**src/rtl/mem_rw_pkg.sv**
```systemverilog
// Shared types and helpers for the paged inter-step memory read path.
package mem_rw_pkg;

    localparam int NENT_WIDTH = 8;

    typedef enum logic [1:0] {
        IDLE,
        ISSUE,
        DRAIN,
        DONE
    } rd_state_e;

    // Bits needed to index `value` items; never returns less than 1.
    function automatic int clogb2(input int value);
        int w;
        w = 1;
        while ((1 << w) < value) w++;
        return w;
    endfunction

endpackage

```
**src/rtl/mem_reader_fifo.sv**
```systemverilog
// Small sync FIFO holding returned entries plus their last tag; head is read from registered storage.
// Push and pop in the same cycle leave the count unchanged; pop on empty is ignored.
module mem_reader_fifo
    import mem_rw_pkg::*;
#(
    parameter int WIDTH = 19,
    parameter int DEPTH = 4
) (
    input  logic                        clka,
    input  logic                        rstb,
    input  logic                        push,
    input  logic [WIDTH-1:0]            din,
    input  logic                        pop,
    output logic [WIDTH-1:0]            dout,
    output logic [clogb2(DEPTH+1)-1:0]  count
);

    localparam int PTW = clogb2(DEPTH);
    localparam int CW  = clogb2(DEPTH+1);

    logic [WIDTH-1:0] store [DEPTH];
    logic [PTW-1:0]   wr_ptr;
    logic [PTW-1:0]   rd_ptr;
    logic             do_pop;

    function automatic logic [PTW-1:0] ptr_next(input logic [PTW-1:0] p);
        return (p == PTW'(DEPTH-1)) ? '0 : p + 1'b1;
    endfunction

    assign do_pop = pop && (count != '0);
    assign dout   = store[rd_ptr];

    always_ff @(posedge clka) begin
        if (push) store[wr_ptr] <= din;
    end

    always_ff @(posedge clka) begin
        if (rstb) begin
            wr_ptr <= '0;
            rd_ptr <= '0;
            count  <= '0;
        end else begin
            if (push)   wr_ptr <= ptr_next(wr_ptr);
            if (do_pop) rd_ptr <= ptr_next(rd_ptr);
            case ({push, do_pop})
                2'b10:   count <= count + 1'b1;
                2'b01:   count <= count - 1'b1;
                default: count <= count;
            endcase
        end
    end

    // The reader's credit rule must make this unreachable.
    a_no_overflow: assert property (@(posedge clka) disable iff (rstb)
        !(push && !do_pop && (count == CW'(DEPTH))));

endmodule

```
**src/rtl/mem_page_reader.sv**
```systemverilog
// Streams one BRAM page out as a ready/valid burst with a last flag, hiding the fixed read latency.
// First read the cycle after start; reads are issued only while FIFO space covers all reads in flight.
module mem_page_reader
    import mem_rw_pkg::*;
#(
    parameter int RAM_WIDTH    = 18,
    parameter int RAM_DEPTH    = 1024,
    parameter int NPAGES       = 8,
    parameter int PAGE_DEPTH   = RAM_DEPTH / NPAGES,
    parameter int READ_LATENCY = 2,
    parameter int FIFO_DEPTH   = READ_LATENCY + 2
) (
    input  logic                           clka,
    input  logic                           rstb,
    input  logic                           start,
    input  logic [clogb2(NPAGES)-1:0]      page,
    input  logic [NENT_WIDTH*NPAGES-1:0]   nent_i,
    output logic [clogb2(RAM_DEPTH)-1:0]   addrb,
    output logic                           enb,
    input  logic [RAM_WIDTH-1:0]           mem_dout,
    output logic [RAM_WIDTH-1:0]           out_data,
    output logic                           out_valid,
    output logic                           out_last,
    input  logic                           out_ready,
    output logic                           busy,
    output logic                           done
);

    localparam int PW  = clogb2(NPAGES);
    localparam int PDW = clogb2(PAGE_DEPTH);
    localparam int IW  = PDW + 1;
    localparam int CW  = clogb2(FIFO_DEPTH+1);

    rd_state_e                state_q, state_d;
    logic [PW-1:0]            page_q;
    logic [IW-1:0]            n_q, idx_q, n_sel;
    logic [NENT_WIDTH-1:0]    nent_sel;
    logic [READ_LATENCY-1:0]  infl_q, last_q;
    logic                     issue_last;
    logic                     credit;
    logic [CW-1:0]            fifo_count;
    logic [RAM_WIDTH:0]       fifo_dout;

    assign nent_sel = nent_i[NENT_WIDTH*int'(page) +: NENT_WIDTH];
    assign n_sel    = (int'(nent_sel) > PAGE_DEPTH) ? IW'(PAGE_DEPTH) : IW'(nent_sel);
    assign credit   = (int'(fifo_count) + $countones(infl_q)) < FIFO_DEPTH;

    always_comb begin
        state_d    = state_q;
        enb        = 1'b0;
        issue_last = 1'b0;
        case (state_q)
            IDLE: if (start) state_d = ISSUE;
            ISSUE: begin
                if (n_q == '0) begin
                    state_d = DONE;
                end else if (credit) begin
                    enb        = 1'b1;
                    issue_last = (idx_q == n_q - 1'b1);
                    if (issue_last) state_d = DRAIN;
                end
            end
            DRAIN: if ((infl_q == '0) && (fifo_count == '0)) state_d = DONE;
            DONE:  state_d = IDLE;
            default: state_d = IDLE;
        endcase
    end

    always_ff @(posedge clka) begin
        if (rstb) begin
            state_q <= IDLE;
            page_q  <= '0;
            n_q     <= '0;
            idx_q   <= '0;
            infl_q  <= '0;
            last_q  <= '0;
        end else begin
            state_q <= state_d;
            if ((state_q == IDLE) && start) begin
                page_q <= page;
                n_q    <= n_sel;
                idx_q  <= '0;
            end else if (enb) begin
                idx_q <= idx_q + 1'b1;
            end
            // Issued-read flags age one stage per cycle; the tail lines up with mem_dout.
            for (int i = READ_LATENCY-1; i > 0; i--) begin
                infl_q[i] <= infl_q[i-1];
                last_q[i] <= last_q[i-1];
            end
            infl_q[0] <= enb;
            last_q[0] <= issue_last;
        end
    end

    assign addrb = enb ? {page_q, idx_q[PDW-1:0]} : '0;

    mem_reader_fifo #(
        .WIDTH (RAM_WIDTH+1),
        .DEPTH (FIFO_DEPTH)
    ) u_fifo (
        .clka  (clka),
        .rstb  (rstb),
        .push  (infl_q[READ_LATENCY-1]),
        .din   ({last_q[READ_LATENCY-1], mem_dout}),
        .pop   (out_valid && out_ready),
        .dout  (fifo_dout),
        .count (fifo_count)
    );

    assign out_valid = (fifo_count != '0);
    assign out_data  = out_valid ? fifo_dout[RAM_WIDTH-1:0] : '0;
    assign out_last  = out_valid && fifo_dout[RAM_WIDTH];
    assign busy      = (state_q == ISSUE) || (state_q == DRAIN);
    assign done      = (state_q == DONE);

endmodule

```
**config.mk**
```make
export PLATFORM = sky130hd
export DESIGN_NAME = mem_page_reader
export DESIGN_NICKNAME = d
export VERILOG_FILES = /design/src/rtl/mem_rw_pkg.sv /design/src/rtl/mem_reader_fifo.sv /design/src/rtl/mem_page_reader.sv
export SDC_FILE = /design/constraint.sdc
export NUM_CORES = 1
export LEC_CHECK = 0
export ABC_AREA = 0
export ABC_CLOCK_PERIOD_IN_PS = 2800
export CAP_MARGIN = 10
export CORE_ASPECT_RATIO = 0.6
export CORE_MARGIN = 8
export CORE_UTILIZATION = 50
export DETAILED_ROUTE_END_ITERATION = 12
export PLACE_DENSITY = 0.77
export SETUP_SLACK_MARGIN = 0.5
export SLEW_MARGIN = 20
export SYNTH_ARGS = -nofsm -noshare
export SYNTH_HDL_FRONTEND = slang
export SYNTH_SLANG_ARGS = --single-unit
```
**constraint.sdc**
```tcl
create_clock -name clka -period 2.8 [get_ports clka]
set_input_delay 0.56 -clock clka [delete_from_list [all_inputs] [get_ports clka]]
set_output_delay 0.56 -clock clka [all_outputs]
set_load 0.02 [all_outputs]
```
# [Word level (Yosys, flattened, before mapping)]
# Memory sizes are Yosys's and may differ from the RTL's. A register that Yosys moved wholly into a read port is not among the register bits.
# Cells that the tools add are included.
[totals] mem_count=1 inputBits=89 mem_bits_rw=76 reg_bits=32
[memory_table] memory="u_fifo.store" words=4 word_bits=19 read_ports=1 rd_clocked_by_memory_dff=1 wr=1 line="mem_reader_fifo.sv:21" rtl="logic [WIDTH-1:0] store [DEPTH];"
[op_classes] magnitude_cmp=2 bitwise_logic=2 reduce_logical=15 eq_ne=12 shift=1 addsub=8 muxes=19
[ops] cell="indexed part select 64 x 7 -> 8 bit" n=1
[ops] cell="two-way mux 18 bit" n=1
[ops] cell="two-way mux 2 bit" n=9
[ops] cell="equality test 2 bit, second input constant" n=5
[ops] cell="two-way mux 10 bit" n=1
[ops] cell="adder 8 x 1 -> 8 bit, second input constant" n=1
[ops] cell="equality test 8 bit" n=1
[ops] cell="greater-than comparator 8 bit, second input constant" n=1
[ops] cell="logical NOT 8 bit" n=1
[ops] cell="two-way mux 8 bit" n=1
[ops] cell="case mux 2 bit (4 select lines)" n=1
[ops] cell="subtractor 8 x 1 -> 8 bit, second input constant" n=1
[ops] cell="inequality test 3 bit, second input constant" n=2
[ops] cell="case mux 3 bit (2 select lines)" n=1
[ops] cell="logical AND 1 bit" n=5
[ops] cell="two-way mux 1 bit" n=5
[ops] cell="adder 2 x 1 -> 2 bit, second input constant" n=2
[ops] cell="adder 3 x 2 -> 4 bit" n=1
[ops] cell="equality test 2 x 1 -> 1 bit, second input constant" n=2
[ops] cell="logical NOT 2 bit" n=2
[ops] cell="less-than comparator 4 x 3 -> 1 bit, second input constant" n=1
[ops] cell="inequality test 2 bit, second input constant" n=2
[ops] cell="AND reduction 4 bit" n=1
[ops] cell="OR reduction 4 bit" n=1
[ops] cell="other kinds (9)" n=10

# [Depth between registers and ports, before layout]
# Gate-level depths: netlist of run 1.
[depth] depth_word=7 ltp_mapped=9

# [By module]
# Synthesis of run 1 repeated with hierarchy kept, for this count alone.
[hier_totals] cells_unflattened=356 area_unflattened_um2=5190.0
[modules_own_cells] mod="mem_reader_fifo" instances=1 area_each_um2=3233.1 cells_per_inst=146
[modules_own_cells] mod="mem_page_reader" instances=1 area_each_um2=1956.9 cells_per_inst=210

# [Worst setup path after synthesis of run 1]
# No wires, ideal clock.
[synth_path] path_type="flip-flop to output port" from="reg with a tool-made name" to="out out_data[10]" t_arrival_ns=1.917 path_buffers=2 path_stages_with_launch=5 required_ns=2.240 slack_ns=0.323 cell_sequence="dfxtp_1 > clkbuf_1 > buf_2 > mux4_2 > and2_1"
[synth_lines] element="to (decl)" line="mem_page_reader.sv:21" rtl="output logic [RAM_WIDTH-1:0] out_data,"

# [Worst setup path after layout of run 1]
[layout_path] from="reg infl_q[0]" to="out addrb[9]"
[layout_via] elab_chain_cells=7
[layout_rtl] element="from (decl)" line="mem_page_reader.sv:38" rtl="logic [READ_LATENCY-1:0] infl_q, last_q;"
[layout_rtl] element="from (signal, indexed assignment)" line="mem_page_reader.sv:88" rtl="infl_q[i] <= infl_q[i-1];"
[layout_rtl] element="from (signal assigned)" line="mem_page_reader.sv:91" rtl="infl_q[0] <= enb;"
[layout_rtl] element="adder 1 x 1 -> 2 bit (not written as such)" line="mem_page_reader.sv:46" rtl="assign credit = (int'(fifo_count) + $countones(infl_q)) < FIFO_DEPTH;"
[layout_rtl] element="adder 3 x 2 -> 4 bit" line="mem_page_reader.sv:46"
[layout_rtl] element="less-than comparator 4 x 3 -> 1 bit" line="mem_page_reader.sv:46"
[layout_rtl] element="two-way mux 1 bit" line="mem_page_reader.sv:57" rtl="end else if (credit) begin"
[layout_rtl] element="two-way mux 1 bit" line="mem_page_reader.sv:55" rtl="if (n_q == '0) begin"
[layout_rtl] element="two-way mux 1 bit" line="mem_page_reader.sv:52" rtl="case (state_q)"
[layout_rtl] element="two-way mux 10 bit" line="mem_page_reader.sv:96" rtl="assign addrb = enb ? {page_q, idx_q[PDW-1:0]} : '0;"
[layout_rtl] element="to (decl)" line="mem_page_reader.sv:18" rtl="output logic [clogb2(RAM_DEPTH)-1:0] addrb,"
# No other way between the ends.

==> results.md, run 1 <==
- Clk root buf: clkbuf_16
- Area of the core: roughly 10000 um2
- Worst Path Required: 2.24 ns
- Peak supply drop: 0.394 mV
- Worst-path fanout max: 5
- Boundary pin count: 122
- Site Rows: 28
- Nets@finish: 623
- #FFs+latches synth: 110
- Post-synthesis cell type with the largest combined area: edfxtp_1
- FF+latch area: 2980 um2
- Layout cells sized above 1: 33.3%
- Hold path start: last_q[0]
- Hold depth: 1
- Number of CTS-inserted buffers: 9
- Final min period: 2.63 ns
- Setup violators final: 0
- Clock sinks: 110
- Leak: 2.76 nW
- Post-Route Setup TNS: 0 ns
- Synth top area share: 44.0%
- Clk pin slew, worst setup/hold paths: 0.08 ns
- Worst EP arrival: 2.07 ns
- Die Y: 94.9 um
- Area taken by multi-input logic gates: 2250 um2
- Final hold violations: 0
- Proportion of power drawn by flip-flops and latches: 37.6%
- Most used routing layer: met2
- CP Cell Sequence: ha_4 > a21o_1 > a21oi_2 > and3_4 > buf_6 > clkbuf_16 > and2_4 > buf_6
- Hold endpoint: last_q[1]
- H-tree levels: 3
- Slowest-stage cell, CP: dfxtp_2
- Period utilization: 93.9%
- Most common cell in the netlist: edfxtp_1
- DRC: 0
- Max Slew Vio Count: 0
- Fmax: 380 MHz
- Slowest cell delay on critical path: 0.34 ns
- Hold Path Class: flip-flop to flip-flop
- Status: finished clean
- Routed WL per cell: 21.6 um
- Post-synth ARST share: 0%
- Met2 Use GR: 30.2%
- TritonCTS clock tree: done
- RR Endpoint: u_fifo.count[2]
- Psw: 1.52 mW
- RSZ-0062 raised after global routing: yes
- Clk_lat worst skew: 0.35 ns
- Synth top cells by count: edfxtp_1 (76), and2_1 (37), mux4_2 (35)
- CP dominant cell by count: buf_6
- Met1 Track Usage GR: around a quarter
- Overall die area: ~14000 um2
- Setup CP Type: flip-flop to output port
- Slack of the critical path: between 0.15 and 0.2 ns
- Top cells by area, synth: edfxtp_1 (44%), mux4_2 (15%), dfxtp_1 (13%), and2_1 (4.5%), ha_1 (3.6%)
- Setup WS pre-CTS: between 0.08 and 0.09 ns
- Post-DP HPWL: 9400 um
- Vias in the first global route: 3772
- Clk buf depth: 2
- Max_cap viols: 0
- Cell variety after synth: 43
- Largest net degree at the start of global routing: 22
- Slew headroom: 65.4%
- Logic pwr share: 36.9%
- CTS hold repair buffers: 0
- Post-synthesis sequential area ratio: 57.1%
- M3 GR Usage: approximately 5.5%
- Synth Warn #: 0
- EDFF count, synth: between 70 and 80
- Crit-path leading delay family: simple AND/OR/NAND/NOR gates
- Initial DRC count: 268
- Clk network pwr share: 25.5%
- Antenna violations before repair: 0
- Mapped Cells: 361
- Internal power: 3.54 mW
- Reg-to-reg slack, setup: ~0.3 ns
- Congestion Overflow GR: 0
- WP buf/inv: 3
- Final Skew: 0.00982 ns
- Vias: 3692
- Synthesized Nets: 466
- Synthesized area: 5190 um2
- Die Width: 148 um
- First-pass GRT wire length: between 20000 and 25000 um
- Antenna violation net count after detailed routing: 0
- N_diodes: 0
- Buffers on Ports: 121
- GRT Util Overall: 18.7%
- Pwr dens: 677 nW/um2
- Worst-Margin Slew: 0.517 ns
- CP Launch Point: infl_q[0]
- Avg Cell Area, Syn: 14.4 um2
- Most used DFF post-synth: edfxtp_1
- Worst R2R Start: u_fifo.count[1]
- GPL Wtd Cong: around 0.77
- Setup crit start kind: flip-flop
- Final hold slack: between 0.4 and 0.5 ns
- Area growth syn-to-layout: 44.0%
- Initial core utilization: 52.0%
- Sw frac: 30.0%
- TritonRoute pass-1 iters: 5
- Routed Wire Length: 14200 um
- Vias/cell: around 5.6
- R2R cell count: 10
- # fillers: 611
- CP Capture Type: output port
==> how the worst max path moves through the flow <==
stage	endpoint	cells after the start
floorplan	addrb[9]	6
global placement	addrb[8]	7
detailed placement	addrb[3]	7
CTS	addrb[3]	8
global route	addrb[9]	8
finish	addrb[9]	8
==> stage by stage <==
stage | total power, mW | utilization [%] | cells | cell area (um2)
CTS | 4.75 | 71.4 | 648 | 7130
global route | 5.28 | 74.9 | 658 | 7480
finish | 5.06 | 74.9 | 658 | 7480
detailed placement | 3.25 | 66.4 | 615 | 6630
global placement | 3.21 | 66.4 | 615 | 6630
floorplan | 2.74 | - | 361 | 5200
==> layout make-up <==
| type | instances | area share [%] |
|---|---|---|
| Tap cell | 135 | 2.26 |
| Multi-Input combinational cell | 220 | 30.0 |
| Clock buffer | 9 | 3.01 |
| Timing Repair Buffer | 165 | 23.2 |
| Clock inverter | 7 | 1.10 |
| Sequential cell | 110 | 39.8 |
| Inverter | 12 | 0.602 |
==> layout by cell type (no fill, tap or decap), drive strengths merged, types with 6 or more instances in the layout <==
| cell type | count |
|---|---|
| xnor2 | 7 |
| o21ai | 8 |
| a21oi | 11 |
| nor3 | 6 |
| edfxtp | 76 |
| mux4 | 35 |
| inv | 14 |
| clkbuf | 10 |
| nand2 | 15 |
| xor2 | 12 |
| dfxtp | 34 |
| nor2 | 21 |
| clkdlybuf4s50 | 89 |
| ha | 15 |
| mux2i | 10 |
| buf | 73 |
| and2 | 37 |
==> power by group through the flow <==
stage               logic [mW]  clock network, mW  registers, mW
floorplan                0.832                  0           1.91
global placement          1.30                  0           1.92
detailed placement        1.33                  0           1.93
CTS                       1.54               1.32           1.89
global route              1.99               1.38           1.91
finish                    1.87               1.29           1.91
==> registers in the layout, summed over array words and instances (netlist names), named ones only <==
register	cells
u_fifo.rd_ptr	2
state_q	2
u_fifo.count	3
u_fifo.store	76
page_q	3
n_q	8
infl_q	2
last_q	2
u_fifo.wr_ptr	2
idx_q	8
==> cells by family after synthesis <==
family / count (synthesis) / share of synthesized area (%)
AOI/OAI and AO/OA: 31 / 4.51
xor gates and xnor gates: 19 / 3.20
adders and majority gates: 16 / 4.00
buffers and inverters: 31 / 2.43
DFF: 110 / 57.1
muxes: 46 / 17.3
and+or+nand+nor: 108 / 11.5
==> per-layer routing <==
layer / share of wire (%) / vias up / wire length, um
met3: 7.0 / 20 / 993
met4: 1.5 / 0 / 217
li1: - / 1665 / -
met1: 44 / 1854 / 6230
met2: 48 / 153 / 6760
met5: 0 / - / 0
==> what timing repair did <==
item                                    in CTS  in global routing
endpoints found under the setup margin      34                 36
gates cloned                                 2                  1
buffers inserted                            15                  9
pin swaps                                    4                 25
gates resized for setup                    175                 70
No activity file was read; power rests on OpenSTA's default activity.
==> run 2, diff against run 1 <==
ABC_AREA = 1   (was 0)
==> results.md, run 2 <==
- H-tree levels: 3
- Post-Route Setup TNS: 0 ns
- Period utilization: 81.2%
- Area growth syn-to-layout: 35.5%
- Overall die area: approximately 14000 um2
- Final non-filler cell total: between 800 and 900
- Max_cap viols: 0
- Clk pin slew, worst setup/hold paths: roughly 0.07 ns
- Hold Path Class: flip-flop to flip-flop
- Site Rows: 29
- Slew headroom: 38.3%
- Synth Warn #: 0
- Peak supply drop: around 0.53 mV
- Largest net degree at the start of global routing: 39
- Vias: 4801
- TritonCTS clock tree: done
- Vias in the first global route: 4622
- TritonRoute pass-1 iters: 5
- Worst EP arrival: 1.71 ns
- Buffers on Ports: 121
- EDFF count, synth: 76
- Final Skew: 0.00541 ns
- Layout cells sized above 1: 14.8%
- Most used DFF post-synth: edfxtp_1
- Most frequent cells in the layout: nor2_1 (149), clkdlybuf4s50_1 (90), o21ai_0 (80), edfxtp_1 (76), nand2_1 (70)
- # fillers: 784
- Final hold violations: 0
- Post-DP HPWL: 10400 um
- Initial DRC count: 427
- CP Capture Type: output port
- Vias/cell: 5.39
- Nets@finish: 851
- RSZ-0062 raised after global routing: yes
- DRC: 0
- Clock sinks: 110
- Final min period: 2.27 ns
- Setup CP Type: flip-flop to output port
- N_diodes: 0
- #FFs+latches synth: 110
- Clk buf depth: 2
- Boundary pin count: 122
- Post-synthesis sequential area ratio: 55.8%
- Leak: 2.79 nW
- Cell variety after synth: 34
- R2R cell count: 15
- Number of CTS-inserted buffers: 9
- Synthesized area: 5310 um2
- Routed WL per cell: ~17 um
- Hold depth: 2
- Top cells by area, synth: edfxtp_1 (43%), dfxtp_1 (13%), nor2_1 (11%), o21ai_0 (7.8%), nand2_1 (5.0%)
- Fmax: 440 MHz
- Antenna violations before repair: 0
- Synthesized Nets: 716
- Congestion Overflow GR: 0
- Max Slew Vio Count: 0
- GPL Wtd Cong: 0.850
- First-pass GRT wire length: 23800 um
- Commonest non-fill, non-tap cell in the layout: nor2_1
- Reg-to-reg slack, setup: 0.57 ns
- Clk root buf: clkbuf_16
- Worst-path fanout max: 10
- Clk_lat worst skew: 0.35 ns
- Post-synth ARST share: 0%
- Top Registers: u_fifo.store: 76 flops, idx_q: 8 flops, n_q: 8 flops
- Post-synthesis cell type with the largest combined area: edfxtp_1
- Most common cell in the netlist: nor2_1
- Synth top cells by count: nor2_1 (158), o21ai_0 (83), edfxtp_1 (76)
- Die Y: 95.8 um
- Pwr dens: 763 nW/um2
- Biggest register: u_fifo.store
- Antenna violation net count after detailed routing: 0
- Worst-Margin Slew: approximately 0.9 ns
- Avg Cell Area, Syn: 8.68 um2
- Die Width: 149 um
- Final hold slack: between 0.4 and 0.5 ns
- Initial core utilization: 50.8%
- Status: finished clean
- Setup violators final: 0
- Mapped Cells: 611
- Synth top area share: around 43%
- Routed Wire Length: 15300 um
- Area of the core: 10500 um2
- Setup crit start kind: flip-flop
- Worst Path Required: between 2 and 2.5 ns
- Max FFs per register: 76
- Placed Cells: 858
- GRT Util Overall: 21.4%
-- run 2: path summary, 6_finish.rpt --
kind | endpoint | start
max | out_data[3] | u_fifo.count[0]
min reg2reg | last_q[1] | last_q[0]
min | last_q[1] | last_q[0]
max reg2reg | idx_q[6] | n_q[0]
-- run 2: per-layer routing --
metal / vias up / global-route usage, % / share of wire (%)
met5: - / 0 / 0
met2: 172 / 33.7 / 46
li1: 2326 / - / -
met1: 2287 / 29.7 / 46
met4: 0 / 5.76 / 1.2
met3: 16 / 4.60 / 7.3
-- run 2: kinds of logic (layout without fill, tap and decap cells) --
logic type	Yosys count	in the layout	synth area share [%]
fa+ha+maj	16	16	3.92
simple gates	256	257	19.2
buf+inv	79	218	5.73
compound gates	145	145	14.4
xor+xnor	4	4	0.660
flops	110	110	55.8
mux	1	1	0.189
-- run 2: repair_timing --
action / in CTS / in global routing
endpoints found under the setup margin: 31 / 34
setup buffers: 7 / 7
pin swaps: 6 / 4
gates resized for setup: 111 / 64
hold buffers: 0 / 0
gates cloned: 2 / 0
-- run 2: power breakdown --
part	switching (mW)	total [mW]	internal [mW]
Sequential	0.0868	1.93	1.85
Clock	0.618	1.25	0.627
Combinational	1.46	2.31	0.852
-- run 2: critical path: stages (launching register included) --
cell,delay (ns)
dfxtp_2,0.38
inv_1,0.11
nand3_4,0.14
clkinvlp_4,0.10
buf_4,0.19
a21oi_2,0.16
clkdlybuf4s15_2,0.29
-- run 2: through the flow --
stage / instance area [um2] / utilization (%) / setup slack, ns / power (mW)
floorplan: 5310 / - / 0.758 / 3.17
global placement: 6680 / 63.9 / 0.295 / 3.98
detailed placement: 6680 / 63.9 / 0.201 / 4.03
CTS: 7080 / 67.8 / 0.437 / 5.39
global route: 7190 / 68.8 / 0.424 / 5.82
finish: 7190 / 68.8 / 0.526 / 5.49
-- run 2: area by class of cell --
class | count | area, um2 | share of cell area [%]
Tap cell | 139 | 174 | 2.42
Clock buffer | 9 | 225 | 3.13
Sequential cell | 110 | 2970 | 41.4
Timing Repair Buffer | 147 | 1340 | 18.7
Clock inverter | 7 | 68.8 | 0.957
Timing Repair inverter | 1 | 7.51 | 0.104
Inverter | 54 | 209 | 2.91
Multi-Input combinational cell | 423 | 2190 | 30.5
